### src/rtl/jmp_lfo.sv
// jmp_lfo: prescaled triangle sweep of the FIR jmp offset between depth_min and depth_max
module jmp_lfo #(
  parameter int JMP_WIDTH  = 9,
  parameter int RATE_WIDTH = 16
) (
  input  logic                  clk,
  input  logic                  rst,
  input  logic                  en,
  input  logic                  smp_vld,
  input  logic [RATE_WIDTH-1:0] rate,
  input  logic [JMP_WIDTH-1:0]  step,
  input  logic [JMP_WIDTH-1:0]  depth_min,
  input  logic [JMP_WIDTH-1:0]  depth_max,
  output logic [JMP_WIDTH-1:0]  jmp,
  output logic                  jmp_upd,
  output logic                  dir
);
  typedef enum logic [1:0] {IDLE, RISE, FALL} state_t;
  state_t                state_q, state_d;
  logic [JMP_WIDTH-1:0]  jmp_q, jmp_d;
  logic                  upd_q, upd_d;
  logic                  dir_q, dir_d;
  logic [RATE_WIDTH-1:0] cnt_q, cnt_d, rate_m1;
  logic                  tick;
  logic [JMP_WIDTH:0]    up, lo;
  always_comb begin
    rate_m1 = (rate == '0) ? '0 : rate - 1'b1;
    tick    = smp_vld && (cnt_q >= rate_m1);
    up      = {1'b0, jmp_q} + {1'b0, step};
    lo      = {1'b0, depth_min} + {1'b0, step};
    state_d = state_q;
    jmp_d   = jmp_q;
    dir_d   = dir_q;
    cnt_d   = cnt_q;
    if (state_q == IDLE || !en) begin
      state_d = (state_q == IDLE && en) ? RISE : IDLE;
      jmp_d   = depth_min;
      cnt_d   = '0;
      dir_d   = 1'b1;
    end else begin
      cnt_d = smp_vld ? (tick ? '0 : cnt_q + 1'b1) : cnt_q;
      if (tick) begin
        if (depth_min >= depth_max) begin
          jmp_d = depth_min;
        end else if (jmp_q > depth_max || (jmp_q >= depth_min && state_q == RISE && up >= {1'b0, depth_max})) begin
          jmp_d   = depth_max;
          state_d = FALL;
          dir_d   = 1'b0;
        end else if (jmp_q < depth_min || (state_q == FALL && {1'b0, jmp_q} <= lo)) begin
          jmp_d   = depth_min;
          state_d = RISE;
          dir_d   = 1'b1;
        end else begin
          jmp_d = (state_q == RISE) ? up[JMP_WIDTH-1:0] : jmp_q - step;
        end
      end
    end
    upd_d = (jmp_d != jmp_q);
  end
  always_ff @(posedge clk) begin
    if (!rst) begin
      state_q <= IDLE;
      jmp_q   <= '0;
      upd_q   <= 1'b0;
      dir_q   <= 1'b1;
      cnt_q   <= '0;
    end else begin
      state_q <= state_d;
      jmp_q   <= jmp_d;
      upd_q   <= upd_d;
      dir_q   <= dir_d;
      cnt_q   <= cnt_d;
    end
  end
  assign jmp     = jmp_q;
  assign jmp_upd = upd_q;
  assign dir     = dir_q;
endmodule

### config.mk
export PLATFORM = sky130hd
export DESIGN_NAME = jmp_lfo
export DESIGN_NICKNAME = d
export VERILOG_FILES = /design/src/rtl/jmp_lfo.sv
export SDC_FILE = /design/constraint.sdc
export NUM_CORES = 1
export LEC_CHECK = 0
export CAP_MARGIN = 25
export CORE_ASPECT_RATIO = 1.5
export CORE_MARGIN = 2
export CORE_UTILIZATION = 30
export DETAILED_ROUTE_END_ITERATION = 6
export HOLD_SLACK_MARGIN = 0.05
export SLEW_MARGIN = 20
export SYNTH_ARGS = -nofsm -noshare
export SYNTH_HDL_FRONTEND = slang
export SYNTH_SLANG_ARGS = --single-unit
### constraint.sdc
create_clock -name clk -period 6.71 [get_ports clk]
set_input_delay 1.0065 -clock clk [delete_from_list [all_inputs] [get_ports clk]]
set_output_delay 1.0065 -clock clk [all_outputs]
set_load 0.02 [all_outputs]
**After elaboration in Yosys (flattened, before gate mapping)**

Cells that the tools add are included.

- Add/subtract/negate cells: 5
- Magnitude comparators: 7
- Equality and inequality tests: 4
- Mux-type cells: 16
- Bitwise logic cells: 2
- Reduce and logical (&&, ||, !) cells: 17

Operator list:

| cell | number |
|---|---|
| $mux 9 | 6 |
| $mux 16 | 2 |
| $add 9x9->10 | 2 |
| $ge 9x9->1 | 2 |
| $add 16x1->16 const B | 1 |
| $ge 16x16->1 | 1 |
| $logic_not 16->1 | 1 |
| $sub 16x1->16 const B | 1 |
| $ge 10x9->1 | 1 |
| $le 9x10->1 | 1 |
| $mux 2 | 5 |
| $gt 9x9->1 | 1 |
| $lt 9x9->1 | 1 |
| $ne 9x9->1 | 1 |
| $sub 9x9->9 | 1 |
| $reduce_and 3->1 | 2 |
| $logic_and 1x1->1 | 5 |
| $reduce_bool 2->1 | 2 |
| $logic_or 1x1->1 | 3 |
| $mux 1 | 3 |
| $reduce_bool 3->1 | 1 |
| $eq 2x1->1 const B | 1 |
| $eq 2x2->1 const B | 1 |
| $logic_not 2->1 | 1 |
| other kinds (4) | 5 |

- Register bits: 29
- Input bits: 47
- Output and inout bits: 11
- Word-level logic and storage cells: 56

**Longest topological paths before layout**

- Word-level depth: 10
- Gate-level depth with buffers: 22
- Mapped depth without buffers: 22

**Worst setup path after synthesis**

OpenSTA, ideal clock, no wires.

- Kind: input port to flip-flop
- Start point: input rate[5]
- End point: register upd_q, in the netlist jmp_upd
- Library setup time: 0.142 ns
- Arrival: 4.604 ns
- Data required time: 6.568 ns
- Path slack: 1.964 ns
- Stages on the path: 18
- Buffers on the path: 1
- Cell sequence: or4_1 > nor4_1 > nand2b_1 > nor3_1 > nand4b_1 > and2_1 > ha_1 > or3b_1 > o2111ai_1 > a21boi_1 > o2111ai_1 > and2_1 > clkbuf_1 > nor2_1 > and4b_1 > a221o_1 > a211oi_2 > a41oi_1

- Cells in the longest elaborated chain, start to end: 7
- Elaborated cells between the ends (all ways): 8
- Classes of those cells: 1 x add/sub; 1 x order compare; 1 x eq/ne; 3 x mux; 2 x reduce/logical

RTL lines:

| item | line | source |
|---|---|---|
| from (decl) | 10 | `input logic [RATE_WIDTH-1:0] rate,` |
| $sub 16x1->16 / $logic_not 16->1 (equally long branches) | 27 | `rate_m1 = (rate == '0) ? '0 : rate - 1'b1;` |
| $mux 16 * | 27 |  |
| $ge 16x16->1 * | 28 | `tick = smp_vld && (cnt_q >= rate_m1);` |
| $logic_and 1x1->1 * | 28 |  |
| $mux 9 * | 42 | `if (tick) begin` |
| $mux 9 * | 35 | `if (state_q == IDLE \|\| !en) begin` |
| $ne 9x9->1 * | 58 | `upd_d = (jmp_d != jmp_q);` |
| to (signal assigned) | 70 | `upd_q <= upd_d;` |
| to (decl) | 21 | `logic upd_q, upd_d;` |

Mark *: on every way between the ends. The rest lies on a longest branch, timed or not.
A chain may end at the register's enable or synchronous reset.

**Worst setup path after layout**

- Start point: input step[1]
- End point: register upd_q, in the netlist jmp_upd

- Cells in the longest elaborated chain, start to end: 10
- Elaborated cells between the ends (all ways): 16
- Classes of those cells: 3 x add/sub; 2 x order compare; 1 x eq/ne; 6 x mux; 4 x reduce/logical

RTL lines:

| item | line | source |
|---|---|---|
| from (decl) | 11 | `input logic [JMP_WIDTH-1:0] step,` |
| $add 9x9->10 | 30 | `lo = {1'b0, depth_min} + {1'b0, step};` |
| $le 9x10->1 | 49 | `end else if (jmp_q < depth_min \|\| (state_q == FALL && {1'b0, jmp_q} <= lo)) begin` |
| $logic_and 1x1->1 | 49 |  |
| $logic_or 1x1->1 | 49 |  |
| $mux 9 | 49 |  |
| $mux 9 * | 45 | `end else if (jmp_q > depth_max \|\| (jmp_q >= depth_min && state_q == RISE && up >= {1'b0, depth_max})) begin` |
| $mux 9 * | 43 | `if (depth_min >= depth_max) begin` |
| $mux 9 * | 42 |  |
| $mux 9 * | 35 |  |
| $ne 9x9->1 * | 58 |  |

Marks and branches as above.

==> results.cfg <==
[outcome]
status = complete, no violations

[grt]
grt-ovfl-total = 0
grt_pass1_vias = 4780
grt_usage = 0.1812
antenna_found_initial = 0
grt_max_degree = 18
grt_pass1_wl_um = 24430

[placed_design]
portBuffers = 57
gp_congestion = 0.9283
dpl.hpwl_um = 12670
placed_area_um2 = 5649

[route]
drt-initial-drc-count = 213
vias = 4871
wl_um = 15570
ant_nets = 0
first_pass_iters = 5
routedWlPerCell_um = 17.42
drc_errors = 0
avgViaCountPerCell = 5.449

[die]
std_cell_rows = 57
pin_count = 58
die_y_um = 160.1
initial_core_util = 0.3035
die_area_um2 = 17290
die_w_um = 108.0
core_area_um2 = 16050

[setup_path]
crit_path_start_kind = input pin
timing.critical_path.cells = clkdlybuf4s50_1, inv_1, ha_1, nand2b_1, a221oi_2, nor2_1, o41ai_2, xnor2_1, ha_1, a21o_1, a211oi_2, o41a_1, nand4_1, a21oi_2, mux2i_1, xor2_1, a21oi_1, o311ai_0, a41oi_1
crit_fanout = 14
crit_start = step[1]
cp_slowest_stage_delay_ps = 610
reg2reg_from = jmp[1]
crit_family = compound AO/OA/AOI/OAI gates
path_buf_inv = 2
end_kind = flop
critical_path_class = input pin to flop
required_ps = 6840
r2r-end = jmp_upd
ff2ff_setup_slack_ps = 1490
crit_top_cell = ha_1
arrival_ps = 6040
r2r.worst_path.cells = 17
path_depth = 19
cpMaxStageDelayCell = a21oi_2

[sta]
finalSetupTns_ps = 0
rsz0062_at_grt = false
fin_skew_ps = 8.586
slew_headroom = 0.4480
finalSetupViolCount = 0
hold_viol_final = 0
period_share = 0.8812
fmax_mhz = 169.1
tightestPinTransition_ps = 826.3
period_needed_ps = 5913
final_max_slew_viol_count = 0

[worst_hold_path]
hold_class = flop to flop
min_path_cells = 2
min_from = cnt_q[11]
min_to = cnt_q[11]

[clock_tree]
ctsLongestPathBuffers = 2
htree_levels = 2
post_cts_buffers = 0
clk_pin_slew_worst_paths_ps = 50
cts.sinks = 29
hold_buffers = 0
cts_buffers = 5
clk-insertion-delay-late_ps = 280
root_buffer = clkbuf_16
tritoncts = built
cts_resized = 0

[power_and_ir_drop]
power_w = 0.0008144
leakage_nw = 2.536
ir_drop_mv = 0.09150
p_per_area_nw_per_um2 = 140.2

[finish]
fin_nets = 827
syn2layout_area_growth_pct = 19.21
stdcell_area_um2 = 5807
antennaDiodeCount = 0
drive_above_1_share = 0.05814

[logic_synthesis]
yosysSeqAreaShare = 0.1192
synth-edff-count = 0
yosys_warnings = 0
synth_seq_cells = 29
ys_types = 76
synth_ff_type = dfxtp_1
synth_area_um2 = 4871
synth-async-reset-ratio = 0
syn_avg_cell_area_um2 = 7.659
syn_inst = 636
syn_nets = 776

[run]
cap_viol_max_count = 0
[synth_stat cells, drive strengths merged, types with 4 or more instances]
cell type	n	share of area
and2	5	0.0064
a221oi	4	0.0085
and3	7	0.0090
nor2b	9	0.013
a211oi	7	0.013
ha	90	0.23
xor2	35	0.063
inv	44	0.034
clkbuf	8	0.0064
a22oi	5	0.0077
nand2	59	0.045
nor4	13	0.018
o21ai	39	0.041
mux2i	4	0.0082
nand3	13	0.013
a21o	13	0.020
nor2	60	0.046
xnor2	21	0.038
nor3	19	0.020
a21oi	41	0.044
nand2b	12	0.017
nand4	15	0.019
buf	12	0.015
o211ai	10	0.015
dfxtp	29	0.12
[sequential cells by signal, summed over array words and instances (netlist names)]
signal / cells
cnt_q: 16
dir: 1
jmp: 9
jmp_upd: 1
state_q: 2
[layout by cell type (no fill, tap or decap), types with 11 or more instances in the layout]
| cell | Yosys | layout |
|---|---|---|
| a21oi_1 | 38 | 38 |
| nor2_1 | 60 | 60 |
| nand4_1 | 15 | 15 |
| nand3_1 | 13 | 13 |
| nand2_1 | 59 | 59 |
| dfxtp_1 | 29 | 29 |
| inv_1 | 42 | 42 |
| nor4_1 | 12 | 12 |
| xor2_1 | 35 | 35 |
| clkdlybuf4s50_1 | 0 | 57 |
| a21o_1 | 12 | 12 |
| ha_1 | 90 | 90 |
| xnor2_1 | 21 | 21 |
| o21ai_0 | 37 | 37 |
| nor3_1 | 19 | 19 |
| nand2b_1 | 11 | 11 |
[metrics by stage]
stage	utilization	std cells	hold slack, ps	worst slack [ps]
2_1_floorplan	-	636	485.5	1964
3_3_place_gp	0.3520	886	512.1	745.1
3_5_place_dp	0.3520	886	531.8	556.5
4_1_cts	0.3619	894	544.4	850.9
5_1_grt	0.3619	894	570.1	426.9
6_report	0.3619	894	534.6	797.0
[metal layers]
| layer | routed length, um | part of all wire | global-route usage | vias to the layer above |
|---|---|---|---|---|
| li1 | - | - | - | 2423 |
| met1 | 5840 | 0.38 | 0.1909 | 2227 |
| met2 | 7754 | 0.50 | 0.3230 | 149 |
| met3 | 708 | 0.045 | 0.02041 | 72 |
| met4 | 1269 | 0.081 | 0.1340 | 0 |
| met5 | 0 | 0 | 0 | - |
[how the worst max path moves through the flow]
stage	to	slack (ps)
6_report	jmp_upd	800
5_1_grt	jmp_upd	430
4_1_cts	jmp_upd	850
3_5_place_dp	jmp_upd	560
3_3_place_gp	jmp_upd	750
2_1_floorplan	jmp_upd	1960
[worst register-to-register path: stages, from the launching register on]
cell and delay, ps:
dfxtp_1 700, ha_1 360, nand2b_1 180, a221oi_2 390, nor2_1 120, o41ai_2 310, xnor2_1 170, ha_1 260
a21o_1 190, a211oi_2 220, o41a_1 180, nand4_1 140, a21oi_2 610, mux2i_1 360, xor2_1 170, a21oi_1 80
o311ai_0 450, a41oi_1 200
[cells by family after synthesis]
group / Yosys count / share of synthesized area
AO/OA/AOI/OAI: 168 / 0.2507
XOR/XNOR: 56 / 0.1007
adder cells (fa/ha/maj): 93 / 0.2435
buffers and inverters: 64 / 0.05497
flip-flops: 29 / 0.1192
multiplexers: 4 / 0.008220
AND/OR/NAND/NOR: 222 / 0.2227
[where the power goes]
part	internal, W	total (W)	leakage (nW)	switching, W
Sequential	0.000177	0.000190	0.237	0.0000130
Combinational	0.000167	0.000390	2.22	0.000223
Clock	0.000157	0.000235	0.0799	0.0000782
[layout make-up]
| type | count | area [um^2] |
|---|---|---|
| fill | 1711 | 10240 |
| clock buffer | 7 | 152.6 |
| inverter | 44 | 165.2 |
| clock inverter | 1 | 5.005 |
| sequential | 29 | 580.6 |
| tap | 206 | 257.7 |
| multi-input combinational | 543 | 4023 |
| timing repair buffer | 64 | 623.1 |
Power figures use the tool's default switching activity.
